## src/rtl/nn_pkg.sv

```systemverilog
// rtl/nn_pkg.sv - shared types and constants for the inference datapath
package nn_pkg;

  localparam int DATA_W = 16;

  typedef enum logic [2:0] {
    IDLE,
    ISSUE,
    WAIT,
    CAPTURE,
    FINISH
  } sched_state_t;

  typedef logic signed [DATA_W-1:0] data_t;

endpackage

```

## src/rtl/argmax_tracker.sv

```systemverilog
// rtl/argmax_tracker.sv - pass-local running maximum and its index
module argmax_tracker #(
  parameter int IDX_W  = 4,
  parameter int DATA_W = 16
) (
  input  logic                     clk,
  input  logic                     rst,
  input  logic                     clear,
  input  logic                     load,
  input  logic                     update,
  input  logic [IDX_W-1:0]         in_idx,
  input  logic signed [DATA_W-1:0] in_val,
  output logic [IDX_W-1:0]         max_idx,
  output logic signed [DATA_W-1:0] max_val
);

  logic [IDX_W-1:0]         max_idx_q, max_idx_d;
  logic signed [DATA_W-1:0] max_val_q, max_val_d;

  // First entry always loads; later ones replace only when strictly greater so ties keep the lower index
  always_comb begin
    max_idx_d = max_idx_q;
    max_val_d = max_val_q;
    if (clear) begin
      max_idx_d = '0;
      max_val_d = '0;
    end else if (load || (update && (in_val > max_val_q))) begin
      max_idx_d = in_idx;
      max_val_d = in_val;
    end
  end

  // Tracker registers
  always_ff @(posedge clk) begin
    if (rst) begin
      max_idx_q <= '0;
      max_val_q <= '0;
    end else begin
      max_idx_q <= max_idx_d;
      max_val_q <= max_val_d;
    end
  end

  assign max_idx = max_idx_q;
  assign max_val = max_val_q;

endmodule

```

## src/rtl/layer_scheduler.sv

```systemverilog
// rtl/layer_scheduler.sv - sequences one shared neuron across all outputs of a layer
module layer_scheduler #(
  parameter int NUM_NEURONS = 10,
  parameter int DATA_W      = nn_pkg::DATA_W,
  parameter int TIMEOUT     = 1024
) (
  input  logic                             clk,
  input  logic                             rst,
  input  logic                             layer_start,
  input  logic                             layer_abort,
  output logic                             busy,
  output logic                             layer_done,
  output logic                             error,
  output logic [$clog2(NUM_NEURONS)-1:0]   neuron_idx,
  output logic                             neuron_start,
  input  logic                             neuron_done,
  input  logic signed [DATA_W-1:0]         neuron_result,
  input  logic [$clog2(NUM_NEURONS)-1:0]   rd_addr,
  output logic signed [DATA_W-1:0]         rd_data,
  output logic [$clog2(NUM_NEURONS)-1:0]   argmax_idx,
  output logic signed [DATA_W-1:0]         argmax_val
);

  import nn_pkg::*;

  localparam int IDX_W = $clog2(NUM_NEURONS);
  localparam int CNT_W = $clog2(TIMEOUT);
  // Buffer rounded up to a power of two so any rd_addr reads a defined (zero) entry
  localparam int DEPTH = 1 << IDX_W;
  localparam logic [IDX_W-1:0] LAST_IDX  = IDX_W'(NUM_NEURONS - 1);
  localparam logic [CNT_W-1:0] CNT_LIMIT = CNT_W'(TIMEOUT - 1);

  sched_state_t             state_q, state_d;
  logic [IDX_W-1:0]         idx_q, idx_d;
  logic [CNT_W-1:0]         cnt_q, cnt_d;
  logic                     error_q, error_d;
  logic                     done_q, done_d;
  logic [IDX_W-1:0]         argmax_idx_q, argmax_idx_d;
  logic signed [DATA_W-1:0] argmax_val_q, argmax_val_d;
  logic signed [DATA_W-1:0] buf_q [DEPTH];
  logic signed [DATA_W-1:0] buf_d [DEPTH];

  logic                     trk_clear, trk_load, trk_update;
  logic [IDX_W-1:0]         trk_idx;
  logic signed [DATA_W-1:0] trk_val;

  argmax_tracker #(
    .IDX_W  (IDX_W),
    .DATA_W (DATA_W)
  ) u_argmax (
    .clk     (clk),
    .rst     (rst),
    .clear   (trk_clear),
    .load    (trk_load),
    .update  (trk_update),
    .in_idx  (idx_q),
    .in_val  (neuron_result),
    .max_idx (trk_idx),
    .max_val (trk_val)
  );

  // Next-state and datapath control; abort preempts every other transition out of a busy state
  always_comb begin
    state_d      = state_q;
    idx_d        = idx_q;
    cnt_d        = cnt_q;
    error_d      = error_q;
    done_d       = 1'b0;
    argmax_idx_d = argmax_idx_q;
    argmax_val_d = argmax_val_q;
    buf_d        = buf_q;
    trk_clear    = 1'b0;
    trk_load     = 1'b0;
    trk_update   = 1'b0;
    neuron_start = 1'b0;
    if ((state_q != IDLE) && layer_abort) begin
      state_d = IDLE;
    end else begin
      case (state_q)
        IDLE: begin
          if (layer_start) begin
            state_d   = ISSUE;
            idx_d     = '0;
            cnt_d     = '0;
            error_d   = 1'b0;
            trk_clear = 1'b1;
          end
        end
        ISSUE: begin
          neuron_start = 1'b1;
          state_d      = WAIT;
        end
        WAIT: begin
          cnt_d = cnt_q + CNT_W'(1);
          if (neuron_done) begin
            state_d = CAPTURE;
          end else if (cnt_d == CNT_LIMIT) begin
            state_d = IDLE;
            error_d = 1'b1;
          end
        end
        CAPTURE: begin
          buf_d[idx_q] = neuron_result;
          trk_load     = (idx_q == '0);
          trk_update   = (idx_q != '0);
          if (idx_q == LAST_IDX) begin
            state_d = FINISH;
          end else begin
            idx_d   = idx_q + IDX_W'(1);
            cnt_d   = '0;
            state_d = ISSUE;
          end
        end
        FINISH: begin
          argmax_idx_d = trk_idx;
          argmax_val_d = trk_val;
          done_d       = 1'b1;
          state_d      = IDLE;
        end
        default: state_d = IDLE;
      endcase
    end
  end

  // State, counters, result buffer and published argmax
  always_ff @(posedge clk) begin
    if (rst) begin
      state_q      <= IDLE;
      idx_q        <= '0;
      cnt_q        <= '0;
      error_q      <= 1'b0;
      done_q       <= 1'b0;
      argmax_idx_q <= '0;
      argmax_val_q <= '0;
      for (int i = 0; i < DEPTH; i++) buf_q[i] <= '0;
    end else begin
      state_q      <= state_d;
      idx_q        <= idx_d;
      cnt_q        <= cnt_d;
      error_q      <= error_d;
      done_q       <= done_d;
      argmax_idx_q <= argmax_idx_d;
      argmax_val_q <= argmax_val_d;
      buf_q        <= buf_d;
    end
  end

  // layer_done is registered out of FINISH, so busy is already low while it pulses
  assign busy       = (state_q != IDLE);
  assign layer_done = done_q;
  assign error      = error_q;
  assign neuron_idx = idx_q;
  assign rd_data    = buf_q[rd_addr];
  assign argmax_idx = argmax_idx_q;
  assign argmax_val = argmax_val_q;

endmodule

```

## config.mk

```make
export PLATFORM = sky130hd
export DESIGN_NAME = layer_scheduler
export DESIGN_NICKNAME = d
export VERILOG_FILES = /design/src/rtl/nn_pkg.sv /design/src/rtl/argmax_tracker.sv /design/src/rtl/layer_scheduler.sv
export SDC_FILE = /design/constraint.sdc
export NUM_CORES = 1
export LEC_CHECK = 0
export CAP_MARGIN = 5
export CORE_MARGIN = 1.5
export CORE_UTILIZATION = 49
export CTS_CLUSTER_SIZE = 14
export DETAILED_ROUTE_END_ITERATION = 6
export GPL_ROUTABILITY_DRIVEN = 0
export HOLD_SLACK_MARGIN = 0.02
export PLACE_DENSITY = 0.7
export RECOVER_POWER = 100
export SETUP_SLACK_MARGIN = 0.3
export SLEW_MARGIN = 20
export SYNTH_ARGS = -nofsm -noshare
export SYNTH_HDL_FRONTEND = slang
export SYNTH_SLANG_ARGS = --single-unit
export TNS_END_PERCENT = 100
```

## constraint.sdc

```tcl
create_clock -name clk -period 2.6 [get_ports clk]
set_input_delay 0.52 -clock clk [delete_from_list [all_inputs] [get_ports clk]]
set_output_delay 0.52 -clock clk [all_outputs]
set_load 0.02 [all_outputs]
```

==> flow_summary.ini <==
[floorplanning]
core_mm2 = 0.0279
rows = 61
die_x_um = 172
io_pins = 69
start_util = 0.502
dieArea_mm2 = 0.0296
die_h_um = 172

[logic_synthesis]
synth_cells = 1652
synthFlopType = dfxtp_1
yosys_warnings = 0
synth_area_per_cell_um2 = 8.48
synth_seq_area_share = 0.450
synth-edff-count = 0
synth_cell_types = 53
async_reset_ff_frac = 0
synth_fp_nets = 1699
synth_seq_cells = 315
syn-cell-area_mm2 = 0.0140

[setup_path]
worst-path-max-fanout = 6
r2r_setup_slack_ps = 170
cpLargestDelayFamily = multiplexers
worst-r2r-cell-count = 9
cp_num_cells = 5
endpoint_kind = primary output
cp.buffers_inverters = 3
cpPeakStageDelay_ps = 530
critPathCapture = rd_data[12]
rr_startpoint = u_argmax.max_val[7]
critical_path_required_ps = 2080
arrival_ps = 2050
worst-setup-path-type = primary input to primary output
setup.worst_path.start = rd_addr[0]
worstReg2RegEnd = u_argmax.max_val[0]
path_cells = buf_12 > buf_4 > mux4_2 > mux4_2 > buf_6
critPathSlowestCell = mux4_2
crit_top_cell = mux4_2
cp-start-kind = primary input

[power_and_ir_drop]
p_total_uw = 10200
powerDensity_mw_per_mm2 = 612
p_leak_uw = 0.00580
ir_worst_vdd_mv = 0.375

[clock_network]
cts-root-buf = clkbuf_16
cts_tree = done
worstSkewPairLatency_ps = 520
numCtsBuffers = 34
clk_path_buf_depth = 3
clk_pin_slew_worst_paths_ps = 60
clkSinkCount = 315
htreeDepth = 2

[timing]
fin_tns_setup_ps = 0
fin_skew_ps = 28.7
maxSlewHeadroom = 0.514
rsz0062_at_grt = true
hold_violations = 0
maxSlewViolCount = 0
period_share = 0.988
min_period_ps = 2570
holdWs_ps = 342
finalSetupViolations = 0
max_freq_mhz = 389
tightest_slew_ps = 729

[global_route]
gr-total-overflow = 0
grt_usage = 0.283
grt_first_pass_wirelength_um = 65000
antenna_found_initial = 0
grt_pass1_vias = 11500
grt_max_degree = 157

[place]
dp_hpwl_um = 28000
dpl_cell_area_mm2 = 0.0155
numPortBuffers = 68

[hold_path]
min_path_type = primary input to flip-flop

[cells_and_area]
design_area_mm2 = 0.0167
nets = 1752
syn_to_final_growth_pct = 18.9
drive_above_1_share = 0.183
fin_util = 0.597
n_antenna_cell = 0
n_fill_cell = 2394

[drt]
vias_per_cell = 5.88
wl_per_cell_um = 19.8
ant_nets = 0
drc = 0
dr.pass1.iters = 7
routed_wl_um = 41700
first_iter_violations = 1585
dr_total_vias = 12400

[outcome]
status = complete, no violations

[job]
maxCapViolCount = 0
## what timing repair did
action / CTS / global route
resized for setup: 133 / 57
pin swaps: 1 / 6
hold buffers: 0 / 0
gates cloned: 5 / 1
endpoints found under the setup margin: 31 / 38
buffers inserted: 0 / 3
## cells by family (layout without fill, tap and decap cells)
logic type	Yosys count	count (layout)	synth area share
simple gates	700	700	0.211
compound gates	331	331	0.122
flops	315	315	0.450
buf+inv	179	253	0.0517
mux	99	99	0.142
fa+ha+maj	22	22	0.0196
xor+xnor	6	6	0.00375
## worst min-delay path by stage
stage                              from             to  slack, ps  cells past startpoint
finish                              rst  argmax_val[2]        340                      2
global route                        rst  argmax_val[3]        350                      2
CTS                                 rst  argmax_val[2]        340                      2
detailed placement        argmax_idx[0]  argmax_idx[0]        450                      2
global placement              buf_q[52]      buf_q[52]        440                      2
floorplan           u_argmax.max_idx[0]  argmax_idx[0]        430                      2
## cells in the mapped netlist (all sizes together), types with 2 or more instances
master	n	area (um^2)
nand4	6	52.6
mux4	80	1800
dfxtp	315	6310
clkbuf	123	467
xnor2	2	17.5
buf	34	175
and2	11	68.8
xor2	4	35.0
a21oi	299	1500
or3	4	25.0
or4	3	22.5
nor3	6	41.3
nand2	553	2080
a31o	2	17.5
nand3	69	345
nor4b	2	17.5
and4	3	28.8
ha	22	275
o21ai	14	70.1
a21o	4	30.0
nand2b	4	25.0
mux2i	19	190
nor2	19	71.3
inv	22	82.6
nand3b	2	15.0
nor2b	3	18.8
a31oi	3	18.8
and3	6	37.5
## final cells by class
type / instances / area [um^2] / area share
Multi-Input combinational cell: 1158 / 7040 / 0.423
Sequential cell: 315 / 6370 / 0.382
Timing Repair Buffer: 174 / 1610 / 0.0966
Clock buffer: 45 / 963 / 0.0578
Tap cell: 378 / 473 / 0.0284
Clock inverter: 12 / 120 / 0.00721
Inverter: 22 / 82.6 / 0.00495
## layout by cell type (no fill, tap or decap), drive strengths merged, types with 2 or more instances in the layout
master / instances
o21ai: 14
nor3: 6
mux2i: 19
and4: 3
clkbuf: 84
nand3: 69
or3: 4
nor2: 19
and2: 11
a21oi: 299
dfxtp: 315
mux4: 80
and3: 6
a31oi: 3
xor2: 4
clkinv: 8
nand2b: 4
dlygate4sd3: 27
a21o: 4
xnor2: 2
clkdlybuf4s50: 17
nand3b: 2
dlymetal6s2s: 4
buf: 86
ha: 22
bufinv: 2
nor2b: 3
nand4: 6
a31o: 2
inv: 23
nor4b: 2
nand2: 553
or4: 3
## metal layers
metal / wire (um) / track usage / vias to the layer above
met5: 0 / 0 / -
met4: 1240 / 0.0870 / 0
met3: 4160 / 0.0563 / 91
met2: 19100 / 0.443 / 649
met1: 17200 / 0.395 / 5922
li1: - / - / 5706
## per-stage QoR
step           setup slack, ps  std cells
2_1_floorplan              249       1652
5_1_grt                 -0.806       2104
3_5_place_dp              -450       2038
4_1_cts                   37.6       2100
3_3_place_gp              -417       2038
6_report                  31.6       2104
## where the power goes
group	internal, uW	switching (uW)
sequential	4830	13.4
combinational	228	373
clock	2800	1960
## registers in the layout, summed over array words and instances, names as in the netlist
| register | cells |
|---|---|
| neuron_idx | 4 |
| layer_done | 1 |
| state_q | 3 |
| cnt_q | 10 |
| buf_q | 256 |
| argmax_val | 16 |
| error | 1 |
| u_argmax.max_val | 16 |
| u_argmax.max_idx | 4 |
| argmax_idx | 4 |
(Power assumes the default switching activity.)
==> edit 1 (same settings) <==
The 5 states of `sched_state_t` get a one-hot encoding in 5 bits.
--- a/src/rtl/nn_pkg.sv
+++ b/src/rtl/nn_pkg.sv
@@ -5,8 +5,8 @@
 
-  typedef enum logic [2:0] {
-    IDLE,
-    ISSUE,
-    WAIT,
-    CAPTURE,
-    FINISH
+  typedef enum logic [4:0] {
+    IDLE    = 5'b00001,
+    ISSUE   = 5'b00010,
+    WAIT    = 5'b00100,
+    CAPTURE = 5'b01000,
+    FINISH  = 5'b10000
   } sched_state_t;
Function: same outputs for any inputs over 4 cycles, from zero or initial values and one cycle with rst high; so few cycles prove little.
==> edit 1 against the original RTL <==
Count of clock-buffer cells in the layout down 1. Largest cell class unchanged. Non-clock buffer count down 3. Worst setup slack worse by 0.025 ns. Wire length up 0.30%. Area after synthesis down 0.74%. Total power up 2.9%. Sequential cell count up 2. Utilization up 0.77 points. Fmax down 0.95%. Final cell count down 1.5%. Cell area up 1.0%. Combinational power up 1%.
==> edit 1: results (changes against the original RTL) <==
| Metric | Value |
|---|---|
| M3 GR Usage | `0.0683 (+0.0120)` |
| Count of TritonRoute iterations in the first routing pass | `5 (-2)` |
| Internal Power | `8110 uW (+3.2%)` |
| Number of buffers inserted to repair setup after CTS | `0 (unchanged)` |
| Wire length of the first global-routing pass | `64.2 mm (-1.3%)` |
| Placement-stage worst setup slack | `-0.473 ns (-0.0231 ns)` |
| FF-to-FF path depth | `9 (unchanged)` |
| Status | `complete, no violations` |
| Clk slew on worst S/H paths | `0.06 ns (about the same)` |
| Max FFs per register | `256 (unchanged)` |
| Met1 wire length | `17.2 mm (+0.37%)` |
| Hold path start | `argmax_val[13]` |
| Share of the synthesized netlist area taken by xor and xnor gates | `0.00315 (-0.000602)` |
| Cell types with the highest counts after synthesis | `nand2_1, dfxtp_1, a21oi_1` |
| Hold violation total from the final report | `0 (unchanged)` |
| Metal2 WL | `18.6 mm (-2.4%)` |
| Fin nets | `1716 (-2.1%)` |
| Hold Path Depth | `2 (unchanged)` |
| TritonCTS Buffers | `34 (unchanged)` |
| Count of filler cells inserted in the layout | `2358 (-1.5%)` |
| Synth top area cells | `dfxtp_1, nand2_1, mux4_2, a21oi_1, mux2i_1` |
| Terminus of the critical flop-to-flop path | `buf_q[17]` |
| Aggregate routed wire length | `41.8 mm (+0.30%)` |
| Number of global-route vias before repair | `11400 (-0.99%)` |
| Met1 Use GR | `0.384 (-0.0116)` |
| Fin Clk Skew | `0.0123 ns (-0.0164 ns)` |
| Setup slack of the worst register-to-register path | `0.12 ns (-0.05 ns)` |
| Fraction of the yosys area taken by sequential cells | `0.456 (+0.00624)` |
| Slowest cell on the critical path | `mux4_2` |
| Peak supply drop | `0.435 mV (+16%)` |
| Max FO, Critical Path | `2 (-4)` |
| Number of buffers on the longest clock path | `3 (unchanged)` |
| Share of final-layout standard cells stronger than drive strength 1 | `0.181 (-0.00244)` |
| Count of routing violations after the opening detailed-route iteration | `1456 (-8.1%)` |
| Timing startpoint of the critical path | `buf_q[34]` |
| Predominant post-synthesis flop cell | `dfxtp_1` |
| Total length of routed met3 wires | `4.14 mm (-0.62%)` |
| H-tree depth | `2 (unchanged)` |
| Worst-margin pin slew | `0.914 ns (+0.185 ns)` |
| Compound-cell area share of the yosys netlist | `0.105 (-0.0167)` |
| Syn nets | `1640 (-3.5%)` |
| Path type of the worst min-delay path | `flop to flop` |
| Critical R2R Launch | `state_q[3]` |
| Number of distinct library cell variants in the gate-level netlist after synthesis | `51 (-3.8%)` |
| Number of warnings reported in the yosys synthesis log | `0 (unchanged)` |
| DP HPWL | `26.8 mm (-4.3%)` |
| GR Util All Layers | `0.286 (+0.00273)` |
| GR met2 Demand/Resource | `0.433 (-0.0102)` |
| Antenna violations before repair | `1 (+1)` |
| Hold Path Sink | `argmax_val[13]` |
| Multiplexer area fraction after synthesis | `0.179 (+0.0364)` |
| Via count of the routed design | `12100 (-2.2%)` |
| Largest net degree at the start of global routing | `133 (-15%)` |
| Adder and majority gate portion of the synthesized area | `0.0198 (+0.000147)` |
| Uppermost layer routed | `met5` |
| Pleak | `0.00601 uW (+3.6%)` |
## edit 1: power groups by stage
stage | clock network (uW) | registers, uW | logic [uW]
finish | 5020 | 4870 | 607
global route | 5260 | 4870 | 650
CTS | 5060 | 4870 | 597
detailed placement | 0 | 4980 | 560
global placement | 0 | 4980 | 547
floorplan | 0 | 4980 | 355
## edit 1: cell type report
| cell class | count | area share |
|---|---|---|
| clock buffers | 44 | 0.0570 |
| clock inverters | 17 | 0.0114 |
| inverters | 22 | 0.00490 |
| multi-input cells | 1123 | 0.416 |
| flip-flops and latches | 317 | 0.381 |
| well taps | 378 | 0.0281 |
| repair buffers | 171 | 0.101 |
## edit 1: tightest hold or removal path: stages, from the launching register on
cell     delay [ns]
dfxtp_1        0.30
nand2_1        0.05
a21oi_1        0.05
## edit 1: repair_timing
item                       CTS  global route
pin swaps                    0             8
cloned                       5             3
gates resized for setup    134            58
setup endpoints to repair   28            78
## edit 1: how the worst max path moves through the flow
| stage | endpoint | slack, ns | cells after the start |
|---|---|---|---|
| after global routing | buf_q[90] | -0.007 | 9 |
| after detailed placement | rd_data[11] | -0.47 | 5 |
| after CTS | rd_data[11] | 0.06 | 5 |
| final | rd_data[2] | 0.007 | 3 |
| after floorplan | rd_data[0] | 0.23 | 4 |
| after global placement | rd_data[10] | -0.44 | 5 |
## edit 1: stage by stage
step / instance area (sq um) / instances / total power, uW / hold WS [ns] / util
after global placement: 15600 / 2003 / 5530 / 0.442 / 0.562
final: 16800 / 2072 / 10500 / 0.449 / 0.604
after floorplan: 14100 / 1593 / 5340 / 0.432 / -
after detailed placement: 15600 / 2003 / 5540 / 0.446 / 0.562
after CTS: 17000 / 2069 / 10500 / 0.454 / 0.611
after global routing: 16800 / 2072 / 10800 / 0.469 / 0.604
==> edit 2 (config.mk and constraints unchanged) <==
Without the edit above. `DATA_W` is set to 16 in 2 places; all go to 14.
--- a/src/rtl/nn_pkg.sv
+++ b/src/rtl/nn_pkg.sv
@@ -3,3 +3,3 @@
 
-  localparam int DATA_W = 16;
+  localparam int DATA_W = 14;
 
--- a/src/rtl/argmax_tracker.sv
+++ b/src/rtl/argmax_tracker.sv
@@ -3,3 +3,3 @@
   parameter int IDX_W  = 4,
-  parameter int DATA_W = 16
+  parameter int DATA_W = 14
 ) (
Interface: changed (resized argmax_val, neuron_result and rd_data); port bits go from 69 to 63. No check against the original RTL was run, so the function may have changed too.
==> edit 2 against the original RTL <==
Area after synthesis decreased by 12%. Register-to-register slack improved by 0.15 ns. Global-route usage decreased by 1.6 points. Via count decreased by 14%. Sequential cell count decreased by 36. Worst setup slack got worse by 0.0073 ns. Die area decreased by 12%. Sequential power decreased by 12%. Total power decreased by 8.5%. Cell area decreased by 12%. Critical path type is now flop to primary output. Wire length decreased by 15%. Clock skew decreased by 0.017 ns.
==> edit 2: results (changes against the original RTL) <==
| Metric | Value |
|---|---|
| Total length of routed met3 wires | `3.12 mm (-25%)` |
| Setup slack of the worst register-to-register path | `0.32 ns (+0.15 ns)` |
| Status | `complete, no violations` |
| Cells after DPL | `1801 (-12%)` |
| Met1 wire length | `15.2 mm (-11%)` |
| Count of instances resized after the clock tree is built | `128 (-3.8%)` |
| Met1 Use GR | `0.384 (-0.0116)` |
| Switching Fraction | `0.223 (-0.00671)` |
| Timing startpoint of the critical path | `buf_q[165]` |
| GR met2 Demand/Resource | `0.417 (-0.0260)` |
| GR Util All Layers | `0.267 (-0.0158)` |
| Seq pwr | `4290 uW (-12%)` |
| Insertion delay to the later sink of the worst-skew pair | `0.55 ns (+0.03 ns)` |
| Worst-margin pin slew | `1.04 ns (+0.311 ns)` |
| Synth top area cells | `dfxtp_1, nand2_1, mux4_2, a21oi_1, clkbuf_1` |
| Final worst hold slack | `0.282 ns (-0.0605 ns)` |
| Number of gates on the worst path with buffers counted | `3 (-2)` |
| Critical R2R Launch | `u_argmax.max_val[4]` |
| Max FFs per register | `224 (-13%)` |
| Number of global-route vias before repair | `9836 (-14%)` |
| Via count of the routed design | `10700 (-14%)` |
| Total placed instance area | `13600 sq um (-12%)` |
| Final period utilization | `0.991 (+0.00280)` |
| Terminus of the critical flop-to-flop path | `u_argmax.max_val[4]` |
| Largest net degree at the start of global routing | `154 (-1.9%)` |
| Fin nets | `1555 (-11%)` |
| Count of routing violations after the opening detailed-route iteration | `1113 (-30%)` |
| Max FO, Critical Path | `2 (-4)` |
| Placement-stage worst setup slack | `-0.443 ns (+0.00662 ns)` |
| Port-buffer cells | `62 (-8.8%)` |
| Metal2 WL | `16.1 mm (-16%)` |
| Crit-path max cell delay | `0.50 ns (-0.03 ns)` |
| Cell types with the highest counts after synthesis | `nand2_1, dfxtp_1, a21oi_1` |
| M3 GR Usage | `0.0467 (-0.00957)` |
| TritonCTS Buffers | `30 (-12%)` |
| Count of filler cells inserted in the layout | `2106 (-12%)` |
| Count of TritonRoute iterations in the first routing pass | `5 (-2)` |
==> edit 2: cell count changes after synthesis, sizes merged, moves of 7 or more <==
cell / unedited run / this run
a21oi: 299 / 260
buf: 34 / 42
clkbuf: 123 / 82
dfxtp: 315 / 279
mux4: 80 / 70
nand2: 553 / 538
nand3: 69 / 13
nor2: 19 / 26
==> edit 2: cells by family after synthesis <==
logic type	after synthesis	share of synthesized area
buffers and inverters	143	0.0505
flip-flops	279	0.452
XOR/XNOR	7	0.00497
adder cells (fa/ha/maj)	20	0.0203
AND/OR/NAND/NOR	631	0.207
multiplexers	88	0.142
AO/OA/AOI/OAI	288	0.122
==> edit 2: cell type report <==
class | count | area (sq um) | area share
multi-input combinational | 1034 | 6160 | 0.419
sequential | 279 | 5660 | 0.386
timing repair buffer | 148 | 1330 | 0.0905
clock buffer | 41 | 853 | 0.0581
tap | 324 | 405 | 0.0276
clock inverter | 14 | 208 | 0.0141
inverter | 19 | 71.3 | 0.00485
